===== config.mk =====
export PLATFORM = sky130hd
export DESIGN_NAME = router_pkt_tx
export DESIGN_NICKNAME = d
export VERILOG_FILES = /design/src/rtl/router_pkg.sv /design/src/rtl/router_tx_parity.sv /design/src/rtl/router_pkt_tx.sv
export SDC_FILE = /design/constraint.sdc
export NUM_CORES = 1
export LEC_CHECK = 0
export CORE_ASPECT_RATIO = 0.8
export CORE_MARGIN = 2
export CORE_UTILIZATION = 40
export DETAILED_ROUTE_END_ITERATION = 6
export PLACE_DENSITY = 0.68
export SLEW_MARGIN = 20
export SYNTH_ARGS = -nofsm -noshare
export SYNTH_HDL_FRONTEND = slang
export SYNTH_SLANG_ARGS = --single-unit

===== constraint.sdc =====
create_clock -name clock -period 1.6 [get_ports clock]
set_input_delay 0.16 -clock clock [delete_from_list [all_inputs] [get_ports clock]]
set_output_delay 0.16 -clock clock [all_outputs]
set_load 0.01 [all_outputs]

===== src/rtl/router_pkg.sv =====
// Shared types and constants for the router packet transmitter.
package router_pkg;

  typedef enum logic [1:0] {
    IDLE    = 2'd0,
    HEADER  = 2'd1,
    PAYLOAD = 2'd2,
    PARITY  = 2'd3
  } state_t;

  localparam logic [1:0] ADDR0        = 2'b00;
  localparam logic [1:0] ADDR1        = 2'b01;
  localparam logic [1:0] ADDR2        = 2'b10;
  localparam logic [1:0] ADDR_INVALID = 2'b11;

  localparam int unsigned MAX_LEN = 63;

  // Bit flipped in the parity byte when corruption is requested.
  localparam logic [7:0] INJ_MASK = 8'h01;

  // A start is usable only for a real port and a non-empty payload.
  function automatic logic start_ok(input logic [1:0] dest, input logic [5:0] len);
    return (dest inside {ADDR0, ADDR1, ADDR2}) && (len != 6'd0);
  endfunction

endpackage


===== src/rtl/router_tx_parity.sv =====
// Running XOR accumulator over the bytes of one packet.
module router_tx_parity (
  input  logic       clock,
  input  logic       reset,
  input  logic       clear,
  input  logic       enable,
  input  logic [7:0] byte_in,
  output logic [7:0] acc
);

  // Clear has priority so a new packet always starts from zero.
  always_ff @(posedge clock or posedge reset) begin
    // NOTE: state registers use <= so every flop samples pre-edge values.
    if (reset)       acc <= '0;
    else if (clear)  acc <= '0;
    else if (enable) acc <= acc ^ byte_in;
  end

endmodule


===== src/rtl/router_pkt_tx.sv =====
// Packet transmitter feeding a router: header {len,dest}, payload, parity.
// Optional feature: define ROUTER_TX_PARITY_INJ_EN to allow deliberate
// parity corruption via inject_err latched at start acceptance.
//
// data_out/pkt_valid are decoded from registered state; in PAYLOAD they pass
// pl_data/pl_valid straight through, and the upstream source holds its byte
// until pl_ready, so the byte on data_out is stable while busy is high.
module router_pkt_tx
  import router_pkg::*;
(
  input  logic       clock,
  input  logic       reset,
  input  logic       start,
  input  logic [1:0] dest,
  input  logic [5:0] len,
  input  logic [7:0] pl_data,
  input  logic       pl_valid,
  output logic       pl_ready,
  input  logic       busy,
  output logic [7:0] data_out,
  output logic       pkt_valid,
  output logic       tx_busy,
  output logic       done,
  output logic       req_err,
  input  logic       inject_err
);

  state_t     state;
  logic [7:0] hdr;
  logic [5:0] count;
  logic [7:0] par_acc;
  logic       inj;
  logic       accept_start;
  logic       hdr_take;

  assign accept_start = (state == IDLE) && start && start_ok(dest, len);
  assign hdr_take     = (state == HEADER) && !busy;
  assign pl_ready     = (state == PAYLOAD) && pl_valid && !busy;

  router_tx_parity u_parity (
    .clock   (clock),
    .reset   (reset),
    .clear   (accept_start),
    .enable  (hdr_take || pl_ready),
    .byte_in (hdr_take ? hdr : pl_data),
    .acc     (par_acc)
  );

`ifdef ROUTER_TX_PARITY_INJ_EN
  // Remember the corruption request for the whole packet.
  always_ff @(posedge clock or posedge reset) begin
    if (reset)             inj <= 1'b0;
    else if (accept_start) inj <= inject_err;
  end
`else
  logic unused_inject;
  assign unused_inject = inject_err;
  assign inj           = 1'b0;
`endif

  // Byte presented to the router for the current state.
  always_comb begin
    // NOTE: defaults first so no path leaves an output unassigned (no latch).
    data_out  = '0;
    pkt_valid = 1'b0;
    case (state)
      HEADER: begin
        data_out  = hdr;
        pkt_valid = 1'b1;
      end
      PAYLOAD: begin
        if (pl_valid) begin
          data_out  = pl_data;
          pkt_valid = 1'b1;
        end
      end
      PARITY:  data_out = par_acc ^ (inj ? INJ_MASK : 8'h00);
      default: ;
    endcase
  end

  // Packet sequencing FSM with registered status outputs.
  always_ff @(posedge clock or posedge reset) begin
    if (reset) begin
      state   <= IDLE;
      hdr     <= '0;
      count   <= '0;
      tx_busy <= 1'b0;
      done    <= 1'b0;
      req_err <= 1'b0;
    end else begin
      done    <= 1'b0;
      req_err <= 1'b0;
      case (state)
        IDLE: begin
          if (accept_start) begin
            hdr     <= {len, dest};
            count   <= len;
            tx_busy <= 1'b1;
            state   <= HEADER;
          end else if (start) begin
            req_err <= 1'b1;
          end
        end
        HEADER: begin
          if (hdr_take) state <= PAYLOAD;
        end
        PAYLOAD: begin
          if (pl_ready) begin
            count <= count - 6'd1;
            if (count == 6'd1) state <= PARITY;
          end
        end
        PARITY: begin
          if (!busy) begin
            done    <= 1'b1;
            tx_busy <= 1'b0;
            state   <= IDLE;
          end
        end
        default: state <= IDLE;
      endcase
    end
  end

endmodule


Word level (Yosys, flattened, before mapping):

Index checks and enable logic that the tools add are counted.

* input port bits: 22
* word-level logic and storage cells: 63
* flip-flop bits (word level): 27
* output and inout bits: 13

* reductions and logical operators: 19
* muxes and demuxes: 24
* equal/unequal tests: 11
* $add $sub $neg: 1
* bitwise gates (word level): 1

Operator list (count)
* 8-bit 2-to-1 mux: 4
* 8-bit one-hot mux with 3 select lines: 1
* 6-bit 2-to-1 mux: 2
* 6-bit one-hot mux with 2 select lines: 1
* 2-bit 2-to-1 mux: 5
* 1-bit 2-to-1 mux: 8
* 2-bit != test, second input constant: 4
* 2-bit one-hot mux with 4 select lines: 1
* 8-bit bitwise XOR: 1
* 2-bit == test, second input constant: 3
* 6-bit by 1-bit == test with 1-bit output, second input constant: 1
* 1-bit logical AND: 6
* 3-bit AND reduction: 2
* 2-bit nonzero test: 3
* 6-bit nonzero test: 1
* 6-bit by 1-bit subtractor with 6-bit output, second input constant: 1
* 5-bit AND reduction: 1
* 2-bit by 1-bit == test with 1-bit output, second input constant: 2
* 2-bit logical NOT: 2
* 1-bit one-hot mux with 2 select lines: 2
* 3-bit nonzero test: 1
* 2-bit by 1-bit != test with 1-bit output, second input constant: 1
* 2-bit AND reduction: 1
* 1-bit logical NOT: 1
* 1-bit logical OR: 1

Longest topological paths before layout:

* depth in word-level cells: 6
* depth in mapped cells: 7

Modules after synthesis:

A second synthesis with hierarchy kept.

* cells, all modules: 171
* area, all modules: 1756.7 µm²

Modules (own cells, without submodules)
* router_pkt_tx: seq. area each 475.5 µm², instances 1, cells an instance 135, area each 1346.3 µm²
* router_tx_parity: seq. area each 200.2 µm², instances 1, cells an instance 36, area each 410.4 µm²

Worst setup path before layout:

OpenSTA, ideal clock, no wires.

* kind: reg2out
* start point: register state[0]
* end point: output data_out[7]
* data arrival time: 1.649 ns
* data required time: 1.440 ns
* cell stages (with the launch flop): 8
* buffers on the path: 2
* path slack: -0.209 ns
* cell sequence: dfrtp_1 inv_1 ha_1 clkbuf_1 and2_1 clkbuf_1 a222oi_1 nor2_1

* word-level cells in the longest chain between the ends: 2
* elaborated cells between the ends (all ways): 4
* those cells by class: eq/ne (3); mux (1)

RTL lines
* start, declared: RTL line router_pkt_tx.sv:28 `state_t state;`
* start signal, assigned: RTL line router_pkt_tx.sv:85 `state <= IDLE;`
* start signal, assigned: RTL line router_pkt_tx.sv:100 `state <= HEADER;`
* start signal, assigned: RTL line router_pkt_tx.sv:106 `if (hdr_take) state <= PAYLOAD;`
* 2-bit == test or 2-bit by 1-bit == test with 1-bit output (tied branches): RTL line router_pkt_tx.sv:66 `case (state)`
* 8-bit one-hot mux with 3 select lines (*): RTL line router_pkt_tx.sv:66
* end, declared: RTL line router_pkt_tx.sv:20 `output logic [7:0] data_out,`

Mark *: on every way between the ends. The rest lies on a longest branch, timed or not.

Worst setup path after layout:

* start point: register state[1]
* end point: output data_out[7]

The elaborated chain is that of the path after synthesis.

==> impl_metrics.json <==
{
  "grt_max_degree": 28,
  "r2r-start": "state[0]",
  "drcViolationCount": 0,
  "clock_path_buffers": 2,
  "io_pins": 35,
  "p_leak_nw": 1.18,
  "final_area_sq_um": 2670,
  "first_iter_violations": 129,
  "async_reset_ff_share_pct": 100,
  "fmax_mhz": 520,
  "path_clk_slew_ns": 0.10,
  "synth-edff-count": 0,
  "initial_utilization_pct": 42.5,
  "arrival_ns": 1.76,
  "cts_buffers": 3,
  "yosysTopAreaCell": "dfrtp_1",
  "dieArea_sq_um": 4660,
  "dp_hpwl_microns": 3450,
  "grt_pass1_vias": 1654,
  "synth_most_common_cell": "dfrtp_1",
  "cellPowerDensity_nw_per_um2": 1900,
  "vias": 1688,
  "period_share_pct": 120,
  "pwr-share-clk_pct": 8.4,
  "clkLatencyLatePin_ns": 0.28,
  "place_area_sq_um": 2360,
  "clock-root-buffer": "clkbuf_8",
  "drive_above_1_share_pct": 44.7,
  "r2r-end": "state[1]",
  "yosys-top-cells-area": "dfrtp_1 (41%), nor2_1 (5.9%), mux2_2 (5.5%), ha_1 (5.3%), a222oi_1 (4.9%)",
  "required_ns": 1.44,
  "r2r_slack_ns": -0.13,
  "tightestPinTransition_ns": 0.417,
  "worstPathMaxFanout": 3,
  "rsz0062_at_grt": "yes",
  "syn_nets": 202,
  "ctsHtreeMaxLevel": 1,
  "ys_ff_latch": 27,
  "hold_viol": 0,
  "violations": "negative setup slack",
  "crit_path_end_kind": "primary output",
  "synth_cells": 173,
  "vdd_drop_max_mv": 0.896,
  "post-route-min-period_ns": 1.92,
  "grt_pass1_wl_microns": 7730,
  "power.internal_mw": 3.05,
  "r2r_cells": 8,
  "slew_headroom_pct": 72.0,
  "core_sq_um": 3880,
  "worstSetupStartpointType": "flip-flop",
  "cap_violations": 0,
  "clock_sinks": 27,
  "hold_path_class": "input pin to asynchronous set/reset pin",
  "p_sw_mw": 2.02,
  "comb_power_share_pct": 66.5,
  "avgSynthCellArea_sq_um": 9.54,
  "post-route-util_pct": 68.9,
  "slew_violations": 0,
  "die_h_microns": 61.5,
  "overflow": 0,
  "track_usage_pct": 22.4,
  "nets": 285,
  "sw_frac_of_total_pct": 39.8,
  "ant_nets": 0,
  "area.growth.synth_to_final_pct": 61.9,
  "port_buffers": 33,
  "synthTopCellsByCount": "dfrtp_1 (27), nor2_1 (26), a21oi_1 (15), nand2_1 (11)",
  "routed_wl_microns": 5110,
  "ys.flop_type": "dfrtp_1",
  "antenna_cells": 0,
  "yosys_warnings": 0,
  "yosysUniqueCellTypes": 35,
  "avgRoutedWirePerCell_microns": 16.5,
  "setup-violations-final": 21,
  "cts_tree": "yes",
  "die_w_microns": 75.8,
  "ctsHoldBuffers": 0,
  "outcome": "finished with violations",
  "antenna_found_initial": 0,
  "syn_area_sq_um": 1650,
  "firstDrtPassIters": 4,
  "routed_via_density": 5.45,
  "sequentialPowerShare_pct": 25.1,
  "ys_seq_area_share_pct": 40.9,
  "num_rows": 20,
  "yosys.area.top_type_share_pct": 40.9,
  "fin_worst_skew_ns": 0.00187,
  "setup_ws_ns": -0.323,
  "globalplace.congestion": 0.847,
  "crit_type": "flip-flop to primary output"
}
==> state kept, by name, indices dropped and copies added, names as in the netlist <==
register / cells
state: 2
done: 1
u_parity.acc: 8
tx_busy: 1
req_err: 1
count: 6
hdr: 8
==> final cells by class <==
class                      count  area, sq um
multi-input combinational    127         1070
inverter                       9         40.0
clock buffer                   3         41.3
fill                         281         1210
clock inverter                 1         7.51
sequential                    27          677
timing repair buffer          88          762
tap                           55         68.8
==> how the worst max path moves through the flow <==
stage               slack (ns)     start  cells after the start          end
floorplan                -0.15    len[5]                      4     count[1]
global placement         -0.53    len[5]                      5       hdr[6]
detailed placement       -0.55    len[5]                      5       hdr[1]
CTS                      -0.27  state[1]                      6  data_out[4]
global route             -0.38  state[0]                      7  data_out[7]
finish                   -0.32  state[1]                      6  data_out[7]
==> critical path: stages, from the launching register on <==
cell and delay (ns):
dfrtp_2 0.46, ha_4 0.18, and2_4 0.14, buf_6 0.11, a222oi_1 0.33, nor2_1 0.10
buf_2 0.15
==> cell usage in the layout, fill, tap and decap left out, drive strengths merged, types with 4 or more instances in the layout <==
master	synthesis	final
ha	7	7
mux2	9	9
nor2b	4	4
xnor2	8	8
buf	2	64
dfrtp	27	27
nor2	26	26
nand2	11	11
clkbuf	8	5
o22a	4	4
clkdlybuf4s50	0	19
a222oi	8	8
nand4b	8	8
a21oi	15	15
inv	8	8
a31oi	4	4
==> layer usage <==
layer / global-route usage [%] / vias up / part of all wire, %
met3: 4.26 / 11 / 5.4
met2: 36.0 / 54 / 47
met4: 5.51 / 0 / 1.7
met5: 0 / - / 0
li1: - / 795 / -
met1: 31.2 / 828 / 46
==> through the flow <==
step           worst slack, ns  hold slack (ns)  std cells  setup TNS (ns)  power [mW]
6_report                -0.323            0.227        310           -2.46        5.07
5_1_grt                 -0.382            0.258        310           -4.29        5.42
4_1_cts                 -0.269            0.245        301           -2.97        4.49
3_5_place_dp            -0.548            0.528        293          -14.04        3.94
3_3_place_gp            -0.530            0.524        293          -13.00        3.87
2_1_floorplan           -0.150            0.213        173          -0.538        2.82
==> power groups by stage <==
| stage | clock [mW] | sequential, mW | combinational [mW] |
|---|---|---|---|
| finish | 0.424 | 1.27 | 3.37 |
| global route | 0.458 | 1.31 | 3.65 |
| CTS | 0.425 | 1.26 | 2.81 |
| detailed placement | 0 | 1.27 | 2.67 |
| global placement | 0 | 1.26 | 2.61 |
| floorplan | 0 | 1.20 | 1.61 |
==> cell families after synthesis <==
group | synth area share, %
AOI/OAI and AO/OA | 20.9
xor gates and xnor gates | 4.25
adders and majority gates | 5.31
buffers and inverters | 4.78
DFF | 40.9
muxes | 7.35
and+or+nand+nor | 16.5
==> what timing repair did <==
action | in CTS | in global routing
cloned | 0 | 1
setup buffers | 4 | 9
resized for setup | 69 | 33
pin swaps | 15 | 17
setup endpoints to repair | 35 | 30
No activity file was read; power rests on OpenSTA's default activity.
